File: src/rtl/bram_pingpong_wr_if.sv
// Bus bundle for bram_pingpong_wr: sample stream, release/clear strobes and BRAM write port.
// With BRAM_FRAME_CNT_EN defined the bundle also carries frame_cnt and drop_cnt.
interface bram_pingpong_wr_if #(
  parameter int unsigned DATA_W  = 32,
  parameter int unsigned NUM_BUF = 2,
  parameter int unsigned ADDR_W  = 32
) ();

  logic                  valid;
  logic                  sinc;
  logic [DATA_W-1:0]     data_i;
  logic                  rd_done;
  logic                  ovf_clr;
  logic [NUM_BUF-1:0]    en_o;
  logic [DATA_W/8-1:0]   wrt_en;
  logic [ADDR_W-1:0]     addr;
  logic [DATA_W-1:0]     datos_o;
  logic                  rdy_to_read;
  logic [1:0]            rdy_idx;
  logic                  overflow;
`ifdef BRAM_FRAME_CNT_EN
  logic [15:0]           frame_cnt;
  logic [15:0]           drop_cnt;
`endif

  // Producer/consumer side: drives the stream and handshakes, observes the write port.
  modport master (
    output valid, sinc, data_i, rd_done, ovf_clr,
    input  en_o, wrt_en, addr, datos_o, rdy_to_read, rdy_idx, overflow
`ifdef BRAM_FRAME_CNT_EN
    , input frame_cnt, drop_cnt
`endif
  );

  // Writer side.
  modport slave (
    input  valid, sinc, data_i, rd_done, ovf_clr,
    output en_o, wrt_en, addr, datos_o, rdy_to_read, rdy_idx, overflow
`ifdef BRAM_FRAME_CNT_EN
    , output frame_cnt, drop_cnt
`endif
  );

endinterface

File: src/rtl/bram_pingpong_wr.sv
// Multi-bank capture writer: streams samples into NUM_BUF BRAM banks in strict rotation,
// pulses rdy_to_read when a bank fills and waits for rd_done releases (oldest bank first).
// Optional feature macro: BRAM_FRAME_CNT_EN adds frame_cnt and drop_cnt outputs.
module bram_pingpong_wr #(
  parameter int unsigned DATA_W  = 32,
  parameter int unsigned DEPTH   = 1024,
  parameter int unsigned NUM_BUF = 2,
  parameter int unsigned ADDR_W  = 32,
  parameter int unsigned RESYNC  = 0
) (
  input logic               clk,
  input logic               rst_n,
  bram_pingpong_wr_if.slave bus
);

  localparam int unsigned BytesW = DATA_W / 8;
  localparam int unsigned IdxW   = $clog2(DEPTH);

  typedef enum logic [1:0] {StArmed, StWrite, StWaitFree} state_e;

  // State entered whenever a fresh bank becomes writable.
  localparam state_e ResumeSt = (RESYNC != 0) ? StArmed : StWrite;

  state_e              state_q, state_d;
  logic [1:0]          bank_q, bank_d;
  logic [1:0]          head_q, head_d;
  logic [IdxW-1:0]     idx_q, idx_d;
  logic [3:0]          full_q, full_d;
  logic [3:0]          bank_oh;
  logic                accept, drop;

  logic [NUM_BUF-1:0]  en_q, en_d;
  logic [BytesW-1:0]   wrt_q, wrt_d;
  logic [ADDR_W-1:0]   addr_q, addr_d;
  logic [DATA_W-1:0]   data_q, data_d;
  logic                rdy_q, rdy_d;
  logic [1:0]          rdy_idx_q, rdy_idx_d;
  logic                ovf_q, ovf_d;

  function automatic logic [1:0] bank_inc(input logic [1:0] b);
    return (b == 2'(NUM_BUF - 1)) ? 2'd0 : b + 2'd1;
  endfunction

  assign bank_oh = 4'b0001 << bank_q;

  // Next-state: release first, then write/drop decision, bank-full bookkeeping and output regs.
  always_comb begin
    state_d   = state_q;
    bank_d    = bank_q;
    head_d    = head_q;
    idx_d     = idx_q;
    full_d    = full_q;
    en_d      = '0;
    wrt_d     = '0;
    addr_d    = addr_q;
    data_d    = data_q;
    rdy_d     = 1'b0;
    rdy_idx_d = rdy_idx_q;
    accept    = 1'b0;
    drop      = 1'b0;

    // Banks fill and release in the same rotation, so head_q is always the oldest full bank.
    if (bus.rd_done && (|full_q)) begin
      full_d[head_q] = 1'b0;
      head_d         = bank_inc(head_q);
    end

    unique case (state_q)
      StArmed: accept = bus.valid && bus.sinc;
      StWrite: accept = bus.valid;
      StWaitFree: begin
        // A sample arriving in the release cycle is still lost.
        drop = bus.valid;
        if (!full_d[bank_q]) state_d = ResumeSt;
      end
      default: state_d = StArmed;
    endcase

    if (accept) begin
      en_d   = bank_oh[NUM_BUF-1:0];
      wrt_d  = '1;
      addr_d = ADDR_W'(idx_q) * ADDR_W'(BytesW);
      data_d = bus.data_i;
      if (idx_q == IdxW'(DEPTH - 1)) begin
        full_d[bank_q] = 1'b1;
        rdy_d          = 1'b1;
        rdy_idx_d      = bank_q;
        idx_d          = '0;
        bank_d         = bank_inc(bank_q);
        state_d        = full_d[bank_d] ? StWaitFree : ResumeSt;
      end else begin
        idx_d   = idx_q + 1'b1;
        state_d = StWrite;
      end
    end

    // Set wins over clear.
    ovf_d = drop | (ovf_q & ~bus.ovf_clr);
  end

  // State and registered write port.
  always_ff @(posedge clk or negedge rst_n) begin
    if (!rst_n) begin
      state_q   <= StArmed;
      bank_q    <= '0;
      head_q    <= '0;
      idx_q     <= '0;
      full_q    <= '0;
      en_q      <= '0;
      wrt_q     <= '0;
      addr_q    <= '0;
      data_q    <= '0;
      rdy_q     <= 1'b0;
      rdy_idx_q <= '0;
      ovf_q     <= 1'b0;
    end else begin
      state_q   <= state_d;
      bank_q    <= bank_d;
      head_q    <= head_d;
      idx_q     <= idx_d;
      full_q    <= full_d;
      en_q      <= en_d;
      wrt_q     <= wrt_d;
      addr_q    <= addr_d;
      data_q    <= data_d;
      rdy_q     <= rdy_d;
      rdy_idx_q <= rdy_idx_d;
      ovf_q     <= ovf_d;
    end
  end

  assign bus.en_o        = en_q;
  assign bus.wrt_en      = wrt_q;
  assign bus.addr        = addr_q;
  assign bus.datos_o     = data_q;
  assign bus.rdy_to_read = rdy_q;
  assign bus.rdy_idx     = rdy_idx_q;
  assign bus.overflow    = ovf_q;

`ifdef BRAM_FRAME_CNT_EN
  logic [15:0] frame_cnt_q, frame_cnt_d;
  logic [15:0] drop_cnt_q, drop_cnt_d;

  // Frame counter wraps; drop counter saturates and restarts from this cycle's drop on clear.
  always_comb begin
    frame_cnt_d = rdy_d ? frame_cnt_q + 16'd1 : frame_cnt_q;
    drop_cnt_d  = drop_cnt_q;
    if (bus.ovf_clr) begin
      drop_cnt_d = {15'd0, drop};
    end else if (drop && (drop_cnt_q != 16'hFFFF)) begin
      drop_cnt_d = drop_cnt_q + 16'd1;
    end
  end

  // Counter registers.
  always_ff @(posedge clk or negedge rst_n) begin
    if (!rst_n) begin
      frame_cnt_q <= '0;
      drop_cnt_q  <= '0;
    end else begin
      frame_cnt_q <= frame_cnt_d;
      drop_cnt_q  <= drop_cnt_d;
    end
  end

  assign bus.frame_cnt = frame_cnt_q;
  assign bus.drop_cnt  = drop_cnt_q;
`endif

endmodule

File: src/flat_wrapper.sv
// flat-port wrapper written by rule: the top's interface ports become plain ports
module bram_pingpong_wr_flat 
#(
  parameter int unsigned DATA_W  = 32,
  parameter int unsigned DEPTH   = 1024,
  parameter int unsigned NUM_BUF = 2,
  parameter int unsigned ADDR_W  = 32,
  parameter int unsigned RESYNC  = 0
)
  (clk, rst_n, bus_valid, bus_sinc, bus_data_i, bus_rd_done, bus_ovf_clr, bus_en_o, bus_wrt_en, bus_addr, bus_datos_o, bus_rdy_to_read, bus_rdy_idx, bus_overflow);
  bram_pingpong_wr_if #(.DATA_W(DATA_W), .NUM_BUF(NUM_BUF), .ADDR_W(ADDR_W)) bus_i ();
  input logic clk;
  input logic rst_n;
  input wire logic [$bits(bus_i.valid)-1:0] bus_valid;
  input wire logic [$bits(bus_i.sinc)-1:0] bus_sinc;
  input wire logic [$bits(bus_i.data_i)-1:0] bus_data_i;
  input wire logic [$bits(bus_i.rd_done)-1:0] bus_rd_done;
  input wire logic [$bits(bus_i.ovf_clr)-1:0] bus_ovf_clr;
  output wire logic [$bits(bus_i.en_o)-1:0] bus_en_o;
  output wire logic [$bits(bus_i.wrt_en)-1:0] bus_wrt_en;
  output wire logic [$bits(bus_i.addr)-1:0] bus_addr;
  output wire logic [$bits(bus_i.datos_o)-1:0] bus_datos_o;
  output wire logic [$bits(bus_i.rdy_to_read)-1:0] bus_rdy_to_read;
  output wire logic [$bits(bus_i.rdy_idx)-1:0] bus_rdy_idx;
  output wire logic [$bits(bus_i.overflow)-1:0] bus_overflow;
  assign bus_i.valid = bus_valid;
  assign bus_i.sinc = bus_sinc;
  assign bus_i.data_i = bus_data_i;
  assign bus_i.rd_done = bus_rd_done;
  assign bus_i.ovf_clr = bus_ovf_clr;
  assign bus_en_o = bus_i.en_o;
  assign bus_wrt_en = bus_i.wrt_en;
  assign bus_addr = bus_i.addr;
  assign bus_datos_o = bus_i.datos_o;
  assign bus_rdy_to_read = bus_i.rdy_to_read;
  assign bus_rdy_idx = bus_i.rdy_idx;
  assign bus_overflow = bus_i.overflow;
  bram_pingpong_wr #(.DATA_W(DATA_W), .DEPTH(DEPTH), .NUM_BUF(NUM_BUF), .ADDR_W(ADDR_W), .RESYNC(RESYNC)) u_core (.clk(clk), .rst_n(rst_n), .bus(bus_i));
endmodule
File: config.mk
export PLATFORM = sky130hd
export DESIGN_NAME = bram_pingpong_wr_flat
export DESIGN_NICKNAME = d
export VERILOG_FILES = /design/src/rtl/bram_pingpong_wr_if.sv /design/src/rtl/bram_pingpong_wr.sv /design/src/flat_wrapper.sv
export SDC_FILE = /design/constraint.sdc
export NUM_CORES = 1
export LEC_CHECK = 0
export ABC_CLOCK_PERIOD_IN_PS = 1710
export CAP_MARGIN = 20
export CORE_MARGIN = 2
export CORE_UTILIZATION = 41
export CTS_BUF_LIST = sky130_fd_sc_hd__clkbuf_8
export DETAILED_ROUTE_END_ITERATION = 12
export HOLD_SLACK_MARGIN = 0.1
export PLACE_DENSITY = 0.83
export SLEW_MARGIN = 0
export SYNTH_ARGS = -nofsm -noshare
export SYNTH_HDL_FRONTEND = slang
export SYNTH_SLANG_ARGS = --single-unit
File: constraint.sdc
create_clock -name clk -period 1.71 [get_ports clk]
set_input_delay 0.342 -clock clk [delete_from_list [all_inputs] [get_ports clk]]
set_output_delay 0.342 -clock clk [all_outputs]
set_load 0.01 [all_outputs]
# Word level (Yosys, flattened, before mapping)
# Index checks and enable logic that the tools add are counted.
[totals] reg_bits=72 inputBits=38 out_inout_bits=74
[op_classes] addsub=3 magnitude_cmp=5 eq_ne=7 shift=1 n_mux=25 bitwise=6 reduce_logical=9
[op_table] operator="$mux W4" count=4
[op_table] operator="$mux W2" count=7
[op_table] operator="$add A10 B1 Y10 const B" count=1
[op_table] operator="$eq A10 B10 Y1 const B" count=1
[op_table] operator="$mux W10" count=1
[op_table] operator="$lt A2 B3 Y1 const B" count=3
[op_table] operator="$mux W1" count=7
[op_table] operator="$eq A2 B1 Y1 const B" count=3
[op_table] operator="$add A2 B1 Y2 const B" count=2
[op_table] operator="$and A4 B4 Y4" count=1
[op_table] operator="$bmux W1 S2" count=2
[op_table] operator="$demux W1 S2" count=2
[op_table] operator="$ge A2 B1 Y1 const B" count=2
[op_table] operator="$logic_and A1 B1 Y1" count=4
[op_table] operator="$not A4 Y4" count=1
[op_table] operator="$or A4 B4 Y4" count=1
[op_table] operator="$pmux W2 S2" count=1
[op_table] operator="$reduce_and A2 Y1" count=2
[op_table] operator="$reduce_or A4 Y1" count=1
[op_table] operator="$ne A3 B2 Y1 const B" count=1
[op_table] operator="$eq A2 B2 Y1 const B" count=1
[op_table] operator="$logic_not A2 Y1" count=1
[op_table] operator="$ne A2 B1 Y1 const B" count=1
[op_table] operator="$pmux W1 S2" count=1
[op_table] operator="other kinds (5)" count=5

# Logic depth before layout (Yosys ltp)
# Gate-level depths: netlist of the first run.
[logic_depth] word_depth=13 ltp_mapped=7

# Least setup slack after synthesis of the first run
# OpenSTA, ideal clock, no wires.
[synth_timing] path_type="register to register" startpoint="register u_core.idx_q[0]" endpoint="register u_core.rdy_idx_q[1] (netlist: u_core.bus.rdy_idx[1])" arrival_ns=1.546 t_required_ns=1.585 path_slack_ns=0.039 stages_incl_launch_ff=6 synth_period_minus_slack_ns=1.671 cell_sequence="dfrtp_1 -> ha_1 -> nand4_4 -> or3_4 -> nor2_8 -> mux2_4"
[synth_via] elab_chain_cells=2
[synth_rtl] item="start: declaration" line="bram_pingpong_wr.sv:27" text="logic [IdxW-1:0] idx_q, idx_d;"
[synth_rtl] item="start signal: assignment" line="bram_pingpong_wr.sv:120" text="idx_q <= idx_d;"
[synth_rtl] item="$eq A10 B10 Y1" line="bram_pingpong_wr.sv:84" text="if (idx_q == IdxW'(DEPTH - 1)) begin"
[synth_rtl] item="$reduce_and A2 Y1 (no source line)"
[synth_rtl] item="end signal: assignment" line="bram_pingpong_wr.sv:127" text="rdy_idx_q <= rdy_idx_d;"
[synth_rtl] item="end: declaration" line="bram_pingpong_wr.sv:37" text="logic [1:0] rdy_idx_q, rdy_idx_d;"
# Every way passes these cells.
# A chain may end at the register's enable or synchronous reset.

# Final worst setup path of the first run
# Ends and elaborated chain as after synthesis.

==> results of run 1 <==
==> repair_timing <==
item	4_1_cts	5_1_grt
gates resized for setup	0	1
hold buffers	1	0
setup endpoints to repair	0	2
setup buffers	0	0
endpoints found under the hold margin	69	0
==> worst max-delay path, stage by stage, from the launching register on <==
cell,delay (ns)
dfrtp_1,0.38
ha_1,0.22
nand4_4,0.12
or3_4,0.39
nor2_8,0.10
mux2_4,0.30
==> routing by layer <==
layer / vias up / wire [um]
li1: 1192 / -
met1: 1205 / 2890
met2: 89 / 3410
met3: 14 / 440
met4: 0 / 105
met5: - / 0
==> cells in the mapped netlist (all sizes together), types with 3 or more instances <==
library cell,instances,area (um2)
buf,32,224
clkbuf,4,15.0
dfrtp,69,1730
inv,6,22.5
nand2,135,507
nand2b,3,18.8
nand3,6,30.0
nand4,3,40.0
nor2,7,42.5
nor2b,3,18.8
nor3,7,40.0
nor4,3,18.8
o21ai,7,35.0
xnor2,7,61.3
==> layout make-up <==
type / count / area [um2] / area share, %
Clock buffer: 11 / 151 / 3.50
Clock inverter: 5 / 73.8 / 1.71
Multi-Input combinational cell: 226 / 1100 / 25.4
Inverter: 6 / 22.5 / 0.521
Tap cell: 99 / 124 / 2.87
Timing Repair Buffer: 119 / 1130 / 26.0
Sequential cell: 69 / 1730 / 39.9
==> final timing paths <==
path	startpoint	to	slack [ns]	cells after the start
worst min register to register	u_core.bus.datos_o[12]	u_core.bus.datos_o[12]	0.47	2
worst max register to register	u_core.idx_q[0]	u_core.bus.rdy_idx[1]	0.08	5
worst max-delay path	u_core.idx_q[0]	u_core.bus.rdy_idx[1]	0.08	5
max in group asynchronous	rst_n	u_core.bus.datos_o[7]	0.87	3
worst min-delay path	u_core.bus.datos_o[12]	u_core.bus.datos_o[12]	0.47	2
min in group asynchronous	rst_n	u_core.bus.rdy_to_read	0.56	3
==> where the power goes <==
part / switching, mW / internal [mW] / leakage (nW)
Combinational: 0.539 / 0.653 / 1.15
Sequential: 0.182 / 1.89 / 0.864
Clock: 0.594 / 0.891 / 0.121
==> cells by family (layout without fill, tap and decap cells) <==
group	Yosys count	count (layout)	synth area share, %
buf+inv	42	141	8.70
other cells	1	22	0.125
fa+ha+maj	1	1	0.416
simple gates	175	175	25.9
xor+xnor	9	9	2.62
mux	1	1	0.499
flops	69	69	57.5
compound gates	18	18	4.33
==> registers in the layout (all words and copies together), names as in the netlist, 2 cells and up <==
name	count
u_core.bank_q	2
u_core.bus.en_o	2
u_core.state_q	2
u_core.bus.rdy_idx	2
u_core.bus.datos_o	32
u_core.bus.addr	10
u_core.full_q	4
u_core.idx_q	10
u_core.head_q	2
==> through the flow <==
stage | setup slack [ns] | power, mW
global route | 0.0119 | 5.01
CTS | 0.0516 | 4.80
detailed placement | -0.255 | 3.29
finish | 0.0840 | 4.75
global placement | -0.191 | 3.25
floorplan | 0.0387 | 2.60
==> results by group, run 1 <==
Final layout
  • Layout Cells excl Fill: 535
  • Fin nets: 470
  • Diode count: 0
  • Most frequent cells in the layout: 135 x nand2_1, 88 x clkdlybuf4s50_1, 69 x dfrtp_1
  • Area Overhead vs Synth: 43.8%
  • Commonest non-fill, non-tap cell in the layout: nand2_1
  • Util after Layout: 60.2%
  • Post-route cell area: 0.00432 mm2
  • Fraction of layout cells with a size suffix above 1: 12.6%
  • # fillers: 609

GRT
  • Met2 Track Usage GR: 28.7%
  • Initial antenna violation count: 0
  • Grt peak-use layer: met2
  • Met1 usage: 21.9%
  • Vias in the first global route: 2393
  • Met3 GRT Util: 4.57%
  • Largest net degree at the start of global routing: 70
  • All-Layer GR Usage: 17.6%
  • Grt ovf: 0
  • First-pass GRT wire length: 10800 um

Floorplan
  • Top-level I/O count: 112
  • Die Ht: 89.6 um
  • Die W: 89.6 um
  • Core area: 0.00718 mm2
  • Standard-cell row count: 31
  • Die Area: 0.00803 mm2
  • Initial Util: 41.9%

STA
  • Setup_tns: 0 ns
  • RSZ-0062 raised after global routing: false
  • Final Cycle Share: 95.1%
  • Final Hold Viols: 0
  • Max-slew violations: 0
  • Worst Skew: 0.00583 ns
  • WHS: 0.473 ns
  • Endpoints failing setup: 0
  • Highest Clock Rate: 0.615 GHz
  • Minimum clock period: 1.63 ns

Routing
  • WL per Instance: 12.8 um
  • Final routed DRC violation total: 0
  • Final WL: 6850 um
  • TritonRoute pass-1 iters: 4
  • DRT iter0 DRCs: 113
  • Vias after detailed routing: 2500
  • Via density: 4.67
  • DRT antenna net count: 0

Critical path
  • Critical Path End Type: flop
  • Critical Path Start Type: flop
  • Worst path required time: 1.93 ns
  • CP Data Arrival Time: 1.85 ns
  • Crit Path Max Fanout: 4
  • Critical path type: flop to flop

Yosys
  • Netlist cell types: 42
  • Cell Area, Synth: 0.00301 mm2
  • Avg Inst Size Synth: 9.51 um2
  • Register bit total from synthesis: 69
  • Seq/Total Area, Yosys: 57.5%
  • FFs w/ async S/R, synth: 100%
  • Mapped Cells: 316
  • Top_reg_cell synth: dfrtp_1
  • Post-synth EDFFs: 0
  • Synth warn: 0

Placement
  • Routability cong.: 0.922
  • Final HPWL DP: 4930 um
  • Port buffer count: 89
  • Placed cells: 518
  • Area post-placement: 0.00409 mm2

Clocking
  • CTS tree: built
  • Worst-Skew Late Latency: 0.34 ns
  • Clock Pin Slew Worst Setup and Hold Paths: 0.07 ns
  • CTS Buf Count: 9
  • CTS Root Cell: clkbuf_8
  • Clock Tree Buf Depth: 2
  • H-tree level count: 3
  • Sink Count: 69

Worst hold path
  • Worst Hold Class: flop to flop

Status
  • Outcome: complete, no violations

Power
  • Total leakage power: 2.13 nW
  • Maximum vdd ir drop: 0.000581 V
  • PwrDens: 1100 mW/mm2

Run
  • Max-cap violations: 0
(Power assumes the default switching activity.)
==> inputs of run 2 (changes only) <==
--- a/config.mk
+++ b/config.mk
@@ -7,7 +7,7 @@
 export LEC_CHECK = 0
 export ABC_CLOCK_PERIOD_IN_PS = 1710
 export CAP_MARGIN = 20
-export CORE_MARGIN = 2
+export CORE_MARGIN = 10
 export CORE_UTILIZATION = 41
 export CTS_BUF_LIST = sky130_fd_sc_hd__clkbuf_8
 export DETAILED_ROUTE_END_ITERATION = 12
==> run 2 against run 1 <==
Sequential share of layout area up 0.19 points. Non-clock buffer count fell by 1. Maximum frequency is 0.50% lower. Wire length grew 13%. Via count decreased by 3.7%. Count of clock-buffer cells in the layout fell by 2. Sequential power hardly changed. Final area down 0.46%. Critical endpoint is now bus_wrt_en[2]. Largest cell class unchanged.
==> results by group, run 2 (same netlist as run 1, synthesis figures left out) <==
Floorplan
  • Die Ht: 106 um (+18%)
  • Die Area: 0.0112 mm2 (+39%)
  • Core area: 0.00718 mm2 (unchanged)
  • Top-level I/O count: 112 (unchanged)
  • Initial Util: 41.9% (unchanged)
  • Die W: 106 um (+18%)
  • Standard-cell row count: 31 (unchanged)

Critical path
  • Cell-by-cell listing of the critical path: clkdlybuf4s50_1
  • Crit-path leading delay family: buffers and inverters
  • Setup crit start: u_core.bus.wrt_en[2]
  • Worst path required time: 1.37 ns (-0.56 ns)
  • Critical path type: flop to output port
  • Critical Path End Type: output port
  • CP Data Arrival Time: 1.29 ns (-0.56 ns)
  • CP bufs+invs: 1 (+1)
  • CP max stage delay: 0.57 ns (+0.18 ns)
  • Critical Path Start Type: flop
  • RR Startpoint: u_core.idx_q[0]
  • Crit Path Max Fanout: 4 (unchanged)
  • CP max stage cell: clkdlybuf4s50_1

Final layout
  • Fraction of layout cells with a size suffix above 1: 12.6% (+0.029 points)
  • Layout Cells excl Fill: 534 (-0.19%)
  • Diode count: 0 (unchanged)
  • Commonest non-fill, non-tap cell in the layout: nand2_1
  • Max reg flops: 32 (unchanged)
  • Fin nets: 469 (-0.21%)
  • Most frequent cells in the layout: 135 x nand2_1, 88 x clkdlybuf4s50_1, 69 x dfrtp_1
  • Area Overhead vs Synth: 43.2%
  • Util after Layout: 60.0% (-0.28 points)
  • Post-route cell area: 0.00430 mm2 (-0.46%)

Clocking
  • H-tree level count: 3 (unchanged)
  • Clock Tree Buf Depth: 2 (unchanged)
  • CTS tree: built
  • Clock Pin Slew Worst Setup and Hold Paths: 0.07 ns (about the same)
  • CTS Buf Count: 9 (unchanged)
  • Post-CTS sizing: 0 (unchanged)
  • CTS Root Cell: clkbuf_8
  • Sink Count: 69 (unchanged)
  • Worst-Skew Late Latency: 0.34 ns (about the same)

Routing
  • DRT iter0 DRCs: 69 (-39%)
  • WL per Instance: 14.4 um (+13%)
  • Final WL: 7710 um (+13%)
  • Vias after detailed routing: 2408 (-3.7%)
  • Final routed DRC violation total: 0 (unchanged)
  • TritonRoute pass-1 iters: 4 (unchanged)
  • DRT antenna net count: 0 (unchanged)
  • Via density: 4.51 (-3.5%)

STA
  • RSZ-0062 raised after global routing: false
  • Endpoints failing setup: 0 (unchanged)
  • Worst Skew: 0.00804 ns (+0.00220 ns)
  • Minimum clock period: 1.63 ns (+0.00823 ns)
  • Slew Limit Headroom: 64.7%
  • PnR worst setup slack: 0.0758 ns (-0.00823 ns)
  • Final Hold Viols: 0 (unchanged)
  • Final Cycle Share: 95.6% (+0.48 points)
  • Slew @ Worst Pin: 0.530 ns
  • Max-slew violations: 0 (unchanged)
  • Highest Clock Rate: 0.612 GHz (-0.50%)
  • WHS: 0.476 ns (+0.00280 ns)

Placement
  • Routability cong.: 0.864 (-6.3%)
  • Placed cells: 517 (-0.19%)
  • Place WS: -0.220 ns (+0.0345 ns)
  • Area post-placement: 0.00410 mm2 (+0.43%)
  • Final HPWL DP: 5990 um (+22%)
  • Port buffer count: 89 (unchanged)

GRT
  • Grt ovf: 0 (unchanged)
  • Vias in the first global route: 2598 (+8.6%)
  • Initial antenna violation count: 0 (unchanged)
  • First-pass GRT wire length: 12800 um (+19%)
  • All-Layer GR Usage: 14.1% (-3.5 points)
  • Largest net degree at the start of global routing: 22 (-69%)

Power
  • PwrDens: 1060 mW/mm2 (-3.8%)
  • Total leakage power: 2.11 nW (-0.84%)
  • Maximum vdd ir drop: 0.000519 V (-11%)

Worst hold path
  • Worst Hold Class: flop to flop
  • Hold path start: u_core.bus.addr[3]

Status
  • Outcome: complete, no violations

Run
  • Max-cap violations: 0 (unchanged)
[run 2: final timing paths]
| kind | end | depth (start not counted) | slack (ns) |
|---|---|---|---|
| max in group asynchronous | u_core.idx_q[2] | 3 | 0.71 |
| hold / removal | u_core.bus.addr[3] | 2 | 0.48 |
| setup reg to reg | u_core.bus.rdy_idx[1] | 5 | 0.09 |
| hold reg to reg | u_core.bus.addr[3] | 2 | 0.48 |
| min in group asynchronous | u_core.bus.overflow | 2 | 0.51 |
| setup / recovery | bus_wrt_en[2] | 1 | 0.08 |
[run 2: cell type report]
type                    instances  area, um2
repair buffers                118       1140
fillers                       629       2870
flip-flops and latches         69       1730
well taps                      99        124
clock buffers                   9        124
inverters                       6       22.5
multi-input cells             226       1100
clock inverters                 7       66.3
[run 2: per-layer routing]
metal | vias up | wire (um) | share of wire [%] | track usage, %
li1 | 1192 | - | - | -
met1 | 1133 | 3150 | 41 | 15.4
met2 | 69 | 3840 | 50 | 23.8
met3 | 14 | 561 | 7.3 | 5.54
met4 | 0 | 165 | 2.1 | 6.09
met5 | - | 0 | 0 | 0
[run 2: through the flow]
stage                     TNS, ns  power [mW]
after floorplan                 0        2.60
after global placement      -8.34        3.26
after detailed placement   -10.09        3.30
after CTS                       0        4.60
after global routing            0        4.80
final                           0        4.54
[run 2: report_power, final]
part           total [mW]  leakage, nW  switching (mW)  internal, mW
Combinational        1.19         1.15           0.544         0.643
Sequential           2.08        0.864           0.188          1.89
Clock                1.28       0.0987           0.617         0.665
Total                4.54         2.11            1.35          3.19
[run 2: timing repair]
| action | CTS | global route |
|---|---|---|
| buffers inserted | 0 | 0 |
| endpoints found under the hold margin | 16 | 0 |
| hold buffers | 1 | 0 |
==> inputs of run 3 (changes only) <==
--- a/config.mk
+++ b/config.mk
@@ -13,7 +13,7 @@
 export DETAILED_ROUTE_END_ITERATION = 12
 export HOLD_SLACK_MARGIN = 0.1
 export PLACE_DENSITY = 0.83
-export SLEW_MARGIN = 0
+export SLEW_MARGIN = 30
 export SYNTH_ARGS = -nofsm -noshare
 export SYNTH_HDL_FRONTEND = slang
 export SYNTH_SLANG_ARGS = --single-unit
==> results of run 3 <==
Final layout, timing and power as in run 2 (identical DEF).
